[src/rtl/ascii_frame_decoder_pkg.sv]
// ascii_frame_pkg
//   Shared definitions for the ASCII valve-pattern frame decoder and any later
//   command parsers that reuse the character classifier:
//   - 2-bit channel code values,
//   - err_cause encodings reported alongside frame_err,
//   - the decoder FSM state type.
package ascii_frame_pkg;

  localparam logic [1:0] CODE_ZERO = 2'b00;
  localparam logic [1:0] CODE_ONE  = 2'b01;
  localparam logic [1:0] CODE_MODE = 2'b10;

  localparam logic [1:0] ERR_NONE    = 2'b00;
  localparam logic [1:0] ERR_BADCHAR = 2'b01;
  localparam logic [1:0] ERR_LENGTH  = 2'b10;
  localparam logic [1:0] ERR_OVERRUN = 2'b11;

  typedef enum logic [1:0] {
    ST_IDLE    = 2'd0,
    ST_COLLECT = 2'd1,
    ST_FLUSH   = 2'd2,
    ST_HOLD    = 2'd3
  } state_t;

endpackage

[src/rtl/ascii_frame_decoder_if.sv]
// ascii_frame_decoder_if
//   Byte-in / frame-out bundle of the ASCII frame decoder.
//   rx_data/rx_valid   : byte strobe from the UART receiver
//   frame_data/valid   : packed channel codes, held until frame_ready
//   frame_ready        : consumer acceptance
//   frame_err/err_cause: one-cycle discard pulse with its reason
//   modport slave  : decoder side
//   modport master : byte source / frame consumer side
interface ascii_frame_decoder_if #(
  parameter int NUM_CH = 8
);
  logic [7:0]          rx_data;
  logic                rx_valid;
  logic [2*NUM_CH-1:0] frame_data;
  logic                frame_valid;
  logic                frame_ready;
  logic                frame_err;
  logic [1:0]          err_cause;

  modport slave (
    input  rx_data, rx_valid, frame_ready,
    output frame_data, frame_valid, frame_err, err_cause
  );

  modport master (
    output rx_data, rx_valid, frame_ready,
    input  frame_data, frame_valid, frame_err, err_cause
  );
endinterface

[src/rtl/ascii_frame_decoder_char_classify.sv]
// ascii_char_classify
//   Purely combinational byte classifier.
//   data    : input byte
//   is_skip : byte is the ignored character (CR by default)
//   is_term : byte is the line terminator (LF by default)
//   is_code : byte is '0', '1' or the mode character; code holds its value
//   is_bad  : any other byte
module ascii_char_classify
  import ascii_frame_pkg::*;
#(
  parameter logic [7:0] TERM_CHAR = 8'h0A,
  parameter logic [7:0] SKIP_CHAR = 8'h0D,
  parameter logic [7:0] MODE_CHAR = 8'h6D
) (
  input  logic [7:0] data,
  output logic       is_code,
  output logic       is_term,
  output logic       is_skip,
  output logic       is_bad,
  output logic [1:0] code
);

  always_comb begin
    is_code = 1'b0;
    is_term = 1'b0;
    is_skip = 1'b0;
    is_bad  = 1'b0;
    code    = CODE_ZERO;
    if (data == SKIP_CHAR) begin
      is_skip = 1'b1;
    end else if (data == TERM_CHAR) begin
      is_term = 1'b1;
    end else if (data == 8'h30) begin
      is_code = 1'b1;
      code    = CODE_ZERO;
    end else if (data == 8'h31) begin
      is_code = 1'b1;
      code    = CODE_ONE;
    end else if (data == MODE_CHAR) begin
      is_code = 1'b1;
      code    = CODE_MODE;
    end else begin
      is_bad = 1'b1;
    end
  end

endmodule

[src/rtl/ascii_frame_decoder.sv]
// ascii_frame_decoder
//   Decodes a UART byte stream of '0'/'1'/'m' characters into NUM_CH 2-bit
//   channel codes, one frame per terminated line, and hands each complete
//   frame to the valve sequencer over a valid/ready handshake.
//   clk, rst : clock, synchronous active-high reset
//   fbus     : rx byte strobe in, frame/error reporting out (slave modport)
//   busy     : high whenever the decoder is not idle
module ascii_frame_decoder
  import ascii_frame_pkg::*;
#(
  parameter int         NUM_CH    = 8,
  parameter logic [7:0] TERM_CHAR = 8'h0A,
  parameter logic [7:0] SKIP_CHAR = 8'h0D,
  parameter logic [7:0] MODE_CHAR = 8'h6D
) (
  input  logic                  clk,
  input  logic                  rst,
  ascii_frame_decoder_if.slave  fbus,
  output logic                  busy
);

  localparam int            CW   = $clog2(NUM_CH + 1);
  localparam logic [CW-1:0] FULL = CW'(NUM_CH);

  logic       is_code, is_term, is_skip, is_bad;
  logic [1:0] cls_code;

  ascii_char_classify #(
    .TERM_CHAR (TERM_CHAR),
    .SKIP_CHAR (SKIP_CHAR),
    .MODE_CHAR (MODE_CHAR)
  ) u_classify (
    .data    (fbus.rx_data),
    .is_code (is_code),
    .is_term (is_term),
    .is_skip (is_skip),
    .is_bad  (is_bad),
    .code    (cls_code)
  );

  state_t        state_reg, state_next;
  logic [CW-1:0] count_reg, count_next;
  logic [1:0]    cause_reg, cause_next;
  logic          overrun_reg, overrun_next;
  logic          err_reg, err_next;
  logic [1:0]    err_cause_reg, err_cause_next;
  logic          wr_en;
  logic [CW-1:0] wr_idx;
  logic          overrun_hit;
  logic [1:0]    slot_reg [NUM_CH];

  // State register
  always_ff @(posedge clk) begin
    if (rst) begin
      state_reg     <= ST_IDLE;
      count_reg     <= '0;
      cause_reg     <= ERR_NONE;
      overrun_reg   <= 1'b0;
      err_reg       <= 1'b0;
      err_cause_reg <= ERR_NONE;
    end else begin
      state_reg     <= state_next;
      count_reg     <= count_next;
      cause_reg     <= cause_next;
      overrun_reg   <= overrun_next;
      err_reg       <= err_next;
      err_cause_reg <= err_cause_next;
    end
  end

  // Slot storage. Slots beyond the current line length keep stale codes;
  // only a line of exactly NUM_CH codes ever reaches HOLD, so they are
  // always overwritten before being presented.
  for (genvar gi = 0; gi < NUM_CH; gi++) begin : g_slot
    always_ff @(posedge clk) begin
      if (rst) begin
        slot_reg[gi] <= CODE_ZERO;
      end else if (wr_en && (wr_idx == CW'(gi))) begin
        slot_reg[gi] <= cls_code;
      end
    end
    assign fbus.frame_data[2*gi +: 2] = slot_reg[gi];
  end

  // Next-state logic
  always_comb begin
    state_next     = state_reg;
    count_next     = count_reg;
    cause_next     = cause_reg;
    overrun_next   = overrun_reg;
    err_next       = 1'b0;
    err_cause_next = ERR_NONE;
    wr_en          = 1'b0;
    wr_idx         = count_reg;
    overrun_hit    = 1'b0;
    case (state_reg)
      ST_IDLE: begin
        // A terminator here is a blank line and is ignored.
        if (fbus.rx_valid) begin
          if (is_code) begin
            wr_en      = 1'b1;
            wr_idx     = '0;
            count_next = CW'(1);
            state_next = ST_COLLECT;
          end else if (is_bad) begin
            cause_next = ERR_BADCHAR;
            state_next = ST_FLUSH;
          end
        end
      end
      ST_COLLECT: begin
        if (fbus.rx_valid) begin
          if (is_code) begin
            if (count_reg == FULL) begin
              cause_next = ERR_LENGTH;
              count_next = '0;
              state_next = ST_FLUSH;
            end else begin
              wr_en      = 1'b1;
              count_next = count_reg + CW'(1);
            end
          end else if (is_bad) begin
            cause_next = ERR_BADCHAR;
            count_next = '0;
            state_next = ST_FLUSH;
          end else if (is_term) begin
            count_next = '0;
            if (count_reg == FULL) begin
              overrun_next = 1'b0;
              state_next   = ST_HOLD;
            end else begin
              err_next       = 1'b1;
              err_cause_next = ERR_LENGTH;
              state_next     = ST_IDLE;
            end
          end
        end
      end
      ST_FLUSH: begin
        // The error is reported at the end of the offending line.
        if (fbus.rx_valid && is_term) begin
          err_next       = 1'b1;
          err_cause_next = cause_reg;
          count_next     = '0;
          state_next     = ST_IDLE;
        end
      end
      ST_HOLD: begin
        // Bytes arriving while a frame is held are dropped; a byte in the
        // handshake cycle itself still counts as overrun.
        overrun_hit = overrun_reg || (fbus.rx_valid && !is_skip);
        if (fbus.rx_valid && !is_skip) begin
          overrun_next = 1'b1;
          cause_next   = ERR_OVERRUN;
        end
        if (fbus.frame_ready) begin
          overrun_next = 1'b0;
          state_next   = overrun_hit ? ST_FLUSH : ST_IDLE;
        end
      end
      default: begin
        state_next = ST_IDLE;
        count_next = '0;
      end
    endcase
  end

  // Output logic
  always_comb begin
    fbus.frame_valid = (state_reg == ST_HOLD);
    fbus.frame_err   = err_reg;
    fbus.err_cause   = err_cause_reg;
    busy             = (state_reg != ST_IDLE);
  end

endmodule

[src/flat_wrapper.sv]
// flat-port wrapper written by rule: the top's interface ports become plain ports
module ascii_frame_decoder_flat import ascii_frame_pkg::*;
#(
  parameter int         NUM_CH    = 8,
  parameter logic [7:0] TERM_CHAR = 8'h0A,
  parameter logic [7:0] SKIP_CHAR = 8'h0D,
  parameter logic [7:0] MODE_CHAR = 8'h6D
)
  (clk, rst, busy, fbus_rx_data, fbus_rx_valid, fbus_frame_ready, fbus_frame_data, fbus_frame_valid, fbus_frame_err, fbus_err_cause);
  ascii_frame_decoder_if #(.NUM_CH(NUM_CH)) fbus_i ();
  input  logic clk;
  input  logic rst;
  output logic busy;
  input wire logic [$bits(fbus_i.rx_data)-1:0] fbus_rx_data;
  input wire logic [$bits(fbus_i.rx_valid)-1:0] fbus_rx_valid;
  input wire logic [$bits(fbus_i.frame_ready)-1:0] fbus_frame_ready;
  output wire logic [$bits(fbus_i.frame_data)-1:0] fbus_frame_data;
  output wire logic [$bits(fbus_i.frame_valid)-1:0] fbus_frame_valid;
  output wire logic [$bits(fbus_i.frame_err)-1:0] fbus_frame_err;
  output wire logic [$bits(fbus_i.err_cause)-1:0] fbus_err_cause;
  assign fbus_i.rx_data = fbus_rx_data;
  assign fbus_i.rx_valid = fbus_rx_valid;
  assign fbus_i.frame_ready = fbus_frame_ready;
  assign fbus_frame_data = fbus_i.frame_data;
  assign fbus_frame_valid = fbus_i.frame_valid;
  assign fbus_frame_err = fbus_i.frame_err;
  assign fbus_err_cause = fbus_i.err_cause;
  ascii_frame_decoder #(.NUM_CH(NUM_CH), .TERM_CHAR(TERM_CHAR), .SKIP_CHAR(SKIP_CHAR), .MODE_CHAR(MODE_CHAR)) u_core (.clk(clk), .rst(rst), .fbus(fbus_i), .busy(busy));
endmodule
[config.mk]
export PLATFORM = sky130hd
export DESIGN_NAME = ascii_frame_decoder_flat
export DESIGN_NICKNAME = d
export VERILOG_FILES = /design/src/rtl/ascii_frame_decoder_pkg.sv /design/src/rtl/ascii_frame_decoder_if.sv /design/src/rtl/ascii_frame_decoder_char_classify.sv /design/src/rtl/ascii_frame_decoder.sv /design/src/flat_wrapper.sv
export SDC_FILE = /design/constraint.sdc
export NUM_CORES = 1
export LEC_CHECK = 0
export ABC_AREA = 1
export CAP_MARGIN = 20
export CORE_UTILIZATION = 35
export CTS_CLUSTER_DIAMETER = 80
export DETAILED_ROUTE_END_ITERATION = 8
export PLACE_DENSITY = 0.55
export SLEW_MARGIN = 10
export SYNTH_ARGS = -nofsm -noshare
export SYNTH_HDL_FRONTEND = slang
export SYNTH_HIERARCHICAL = 1
export SYNTH_SLANG_ARGS = --single-unit
[constraint.sdc]
create_clock -name clk -period 2.3 [get_ports clk]
set_input_delay 0.46 -clock clk [delete_from_list [all_inputs] [get_ports clk]]
set_output_delay 0.46 -clock clk [all_outputs]
set_load 0.01 [all_outputs]
==> metrics.cfg, run 1 <==
[worst_setup_path]
path_class=reg2out
worstPathRequired_ns=1.84
crit_path_start_kind=register
r2r_slack_ns=0.40
end_kind=output port
path_max_fanout=4
crit_arrival_ns=1.68

[clock_tree]
cts.sinks=28
clock_latency_ns=0.27
cts-resized-gates=0
tritoncts=built
numCtsBuffers=3
htreeDepth=1
cts_setup_buffers=0
root_buffer=clkbuf_8
cts_buffer_depth=2
ctsHoldBuffers=0
clkTransAtPathRegs_ns=0.09

[die]
pin_count=33
row_count=24
fp.coreArea_um2=4470
initial_core_util=0.372
dieHeight_um=71.0
die_w_um=71.0
die-area_um2=5030

[final_layout]
drive_gt1_frac=0.117
area_delta_synth_final_pct=32.1
n_fill_cell=472
largest_reg_flops=16
antenna-diode-count=0
stdcell_count=335
multi_input_area_um2=803
register_area_um2=721
nNetsFinal=303

[place]
dp.cells=332
hpwl_mm=2.96
pre_cts_ws_ns=-0.186
portBuffers=32
gp_congestion=0.803

[logic_synthesis]
synth_fp_nets=254
synthTopCellsByCount=nand2_1 (73), nor2_1 (37), inv_1 (36)
syn_area_per_cell_um2=7.05
syn-instance-count=236
synth_cell_type_count=23
seq_area_frac_synth=0.433
ys_warn_count=6
synth_area_leaders=edfxtp_1 (29%), nand2_1 (16%), dfxtp_1 (14%)
async_flop_share=0
ys.flop_type=edfxtp_1
yosysTopAreaCell=edfxtp_1
ys_seq_elements=28
post-synth-top-count-cell=nand2_1
synth_edf_count=16
yosysTopAreaCellShare=0.289
synth_area_um2=1660

[global_route]
grt_pass1_vias=1423
antenna_found_initial=0
gr-total-overflow=0
grt_pass1_wl_mm=6.21
grt_use_total=0.154
grt_max_degree=19

[timing]
period_needed_ns=2.14
fin_ws_ns=0.161
final_max_slew_viol_count=0
rsz0062_at_grt=true
post-route-period-util=0.930
fmax_mhz=467
tightestPinTransition_ns=0.413
hold_violations=0
hold-worst-slack_ns=0.491
slew_headroom=0.722
final.setup_skew_ns=0.00548
setup_viol_count_final=0

[detailed_routing]
dr_total_vias=1539
post_drt_wl_per_cell_um=10.7
via_per_inst=4.59
drcViolationCount=4
drtIter0Drc=52
drt_pass1_iterations=6
drtAntennaViolNets=0
wirelength_mm=3.59

[power_and_ir_drop]
power_leakage_nw=0.951
power_density_nw_per_um2=455
ir_drop_mv=0.278

[flow_run]
max-cap-violations=0

[worst_hold_path]
hold_class=reg2reg

[status]
violations=DRC
status=finished, violations left

## metrics by stage
step / setup TNS, ns / utilization / area (um2) / power [mW]
4_1_cts: 0 / 0.489 / 2190 / 1.01
3_5_place_dp: -3.74 / 0.480 / 2150 / 0.752
6_report: 0 / 0.491 / 2200 / 1.00
3_3_place_gp: -2.49 / 0.480 / 2150 / 0.751
5_1_grt: -0.0105 / 0.491 / 2200 / 1.06
2_1_floorplan: 0 / - / 1660 / 0.672
## power by group
part | switching, mW | total (mW) | internal [mW]
Clock | 0.142 | 0.259 | 0.117
Combinational | 0.102 | 0.182 | 0.0801
Sequential | 0.0116 | 0.559 | 0.547
## area by class of cell
| type | count | area share |
|---|---|---|
| Clock buffer | 3 | 0.0188 |
| Inverter | 37 | 0.0632 |
| Multi-Input combinational cell | 169 | 0.365 |
| Sequential cell | 28 | 0.328 |
| Tap cell | 52 | 0.0296 |
| Timing Repair Buffer | 46 | 0.195 |
## critical path: stages, from the launching register on
cell             delay, ns
dfxtp_1               0.39
inv_1                 0.08
ha_1                  0.26
inv_1                 0.13
clkdlybuf4s50_1       0.55
## per-layer routing
metal  wire length [um]  track usage  part of all wire  vias up
met4                 25       0.0400            0.0070        0
met3                 78       0.0214             0.022        2
met2               1750        0.276              0.49       19
li1                   -            -                 -      838
met5                  0            0                 0        -
met1               1740        0.196              0.48      680
## cell families (layout without fill, tap and decap cells)
logic type               after synthesis  in the layout  share of synthesized area
AND/OR/NAND/NOR                      143            143                      0.365
buffers and inverters                 39             86                     0.0887
AO/OA/AOI/OAI                         19             19                     0.0632
flip-flops                            28             28                      0.433
adder cells (fa/ha/maj)                6              6                     0.0451
XOR/XNOR                               1              1                    0.00526
## final timing paths
check	to	cells past startpoint	start
min reg2reg	u_core/overrun_reg	2	u_core/overrun_reg
max	busy	4	u_core/state_reg[0]
min	u_core/overrun_reg	2	u_core/overrun_reg
max reg2reg	u_core/slot_reg[1][5]	10	u_core/count_reg[0]
## cell usage in the layout (no fill, tap or decap), drive strengths merged
| cell | instances |
|---|---|
| o21ai | 10 |
| edfxtp | 16 |
| a21oi | 6 |
| o211ai | 1 |
| clkdlybuf4s50 | 32 |
| o22ai | 1 |
| dfxtp | 12 |
| nand2 | 78 |
| nand4 | 1 |
| xor2 | 1 |
| nor2 | 41 |
| a211oi | 1 |
| nor3 | 2 |
| nand3 | 21 |
| clkbuf | 3 |
| ha | 6 |
| inv | 37 |
| buf | 14 |
(Power assumes the default switching activity.)
==> inputs of run 2 (changes only) <==
- CELL_PAD_IN_SITES_DETAIL_PLACEMENT: unset -> 1
- CELL_PAD_IN_SITES_GLOBAL_PLACEMENT: unset -> 2
- CORE_MARGIN: unset -> 10
- CORE_UTILIZATION: 35 -> 28
- PLACE_DENSITY: 0.55 -> 0.76
==> run 2 against run 1 <==
Compared with the run above:
- the run now ends clean
- wire length up 29%
- critical path depth up 9
- non-clock buffer count up 5
- count of clock-buffer cells in the layout unchanged
- sequential cell count unchanged
- fmax down 0.79%
- first-iteration DRC count down 9.6%
- via count up 5.7%
- die area up 87%
- register-to-register slack worse by 0.04 ns
- combinational power up 4%
- highest routed layer unchanged
==> metrics.cfg, run 2 (synthesis gave the netlist of run 1 again) <==
[status]
status=completed

[power_and_ir_drop]
ir_drop_mv=0.218
power_frac_comb=0.186
clkPwrFrac=0.264
power_density_nw_per_um2=449
power.total_mw=1.02
internal-power_mw=0.749
p_sw_mw=0.267
p_seq_frac=0.550
swShare=0.263
power_leakage_nw=0.976

[worst_setup_path]
crit_slowest_cell=clkdlybuf4s50_1
crit_path_start_kind=input pin
r2r_slack_ns=0.36
cp.buffers_inverters=2
crit_family=simple AND/OR/NAND/NOR gates
crit_path_max_incr_delay_ns=0.50
r2r-start=u_core/count_reg[0]
crit_arrival_ns=2.15
end_kind=register
path_max_fanout=8
cp-startpoint=fbus_rx_data[3]
path_class=in2reg
worstPathRequired_ns=2.29
crit_chain=clkdlybuf4s50_1 > nand2_1 > nor2_2 > nand2_2 > nand2_2 > nand2_2 > inv_2 > nand2_2 > nand2_2 > nand2_1 > nor2_4 > nand2_1 > nand2_1
path_common_cell=nand2_2

[final_layout]
drive_gt1_frac=0.128
mostFrequentLayoutCell=nand2_1
stdcell_count=364
largest_reg_flops=16
nNetsFinal=308
n_fill_cell=733
multi_input_area_um2=801
fin_util=0.387
final_cell_mix=nand2_1 (71), nor2_1 (37), inv_1 (35)
antenna-diode-count=0
area_delta_synth_final_pct=35.9
register_area_um2=721
fin_area_um2=2260

[timing]
rsz0062_at_grt=false
post-route-period-util=0.937
fin_ws_ns=0.144
setup_viol_count_final=0
slew_headroom=0.707
fmax_mhz=464
final_max_slew_viol_count=0
hold_violations=0
fin_setup_tns_ns=0
final.setup_skew_ns=0.00261
period_needed_ns=2.16
hold-worst-slack_ns=0.480
tightestPinTransition_ns=0.435

[detailed_routing]
drt_pass1_iterations=4
post_drt_wl_per_cell_um=12.7
dr_total_vias=1627
wirelength_mm=4.64
drtAntennaViolNets=0
via_per_inst=4.47
drtIter0Drc=47
drcViolationCount=0

[global_route]
grt_pass1_vias=1713
grt_use_total=0.101
gr-total-overflow=0
grt_pass1_wl_mm=8.14
grt_max_degree=22
antenna_found_initial=0

[place]
gp_congestion=0.761
pre_cts_ws_ns=-0.221
portBuffers=32
hpwl_mm=3.87
placed_cell_area_um2=2210
dp.cells=360

[die]
pin_count=33
initial_core_util=0.284
die-area_um2=9430
fp.coreArea_um2=5850
die_w_um=97.1
row_count=28
dieHeight_um=97.1

[clock_tree]
tritoncts=built
cts.sinks=28
cts_buffer_depth=2
clock_latency_ns=0.27
numCtsBuffers=3
clkTransAtPathRegs_ns=0.09
root_buffer=clkbuf_8
ctsHoldBuffers=0
htreeDepth=1
cts_setup_buffers=0

[flow_run]
max-cap-violations=0

[worst_hold_path]
hold_class=reg2reg
hp-start=u_core/cause_reg[0]

[run 2: cell types whose count changed in the layout (fill, tap and decap cells not counted)]
cell,previous run,this run
o21ai_0,9,10
o21ai_1,1,0
buf_6,1,0
clkinv_1,0,1
nand2_2,8,7
nand2_1,70,71
buf_4,13,19
[run 2: power by group through the flow]
stage,combinational (mW),sequential (mW),clock [mW]
3_5_place_dp,0.190,0.571,0
4_1_cts,0.192,0.559,0.280
6_report,0.189,0.559,0.268
3_3_place_gp,0.191,0.570,0
2_1_floorplan,0.0987,0.574,0
5_1_grt,0.215,0.562,0.308
[run 2: layer usage]
metal | global-route usage | routed length [um] | vias to the layer above
met2 | 0.178 | 2260 | 23
met4 | 0.0204 | 15 | 0
met3 | 0.0242 | 184 | 2
met5 | 0 | 0 | -
li1 | - | - | 849
met1 | 0.119 | 2180 | 753
[run 2: layout make-up]
class | count | share of cell area
Clock buffer | 3 | 0.0183
Clock inverter | 1 | 0.00166
Inverter | 37 | 0.0614
Multi-Input combinational cell | 169 | 0.354
Sequential cell | 28 | 0.319
Tap cell | 75 | 0.0415
Timing Repair Buffer | 51 | 0.205
[run 2: worst paths after layout]
| kind | endpoint | cells past startpoint |
|---|---|---|
| max | u_core/slot_reg[0][7] | 13 |
| min | u_core/fbus.err_cause[0] | 2 |
| max reg2reg | u_core/slot_reg[1][2] | 10 |
| min reg2reg | u_core/fbus.err_cause[0] | 2 |
[run 2: what timing repair did]
item,4_1_cts,5_1_grt
hold endpoints to repair,0,0
endpoints found under the setup margin,0,24
resized for setup,0,3
[run 2: tightest hold or removal path: cells and delay by family (launching register included)]
family	cells	cell delay (ns)
buf+inv	1	0.06
simple gates	1	0.05
flops	1	0.32
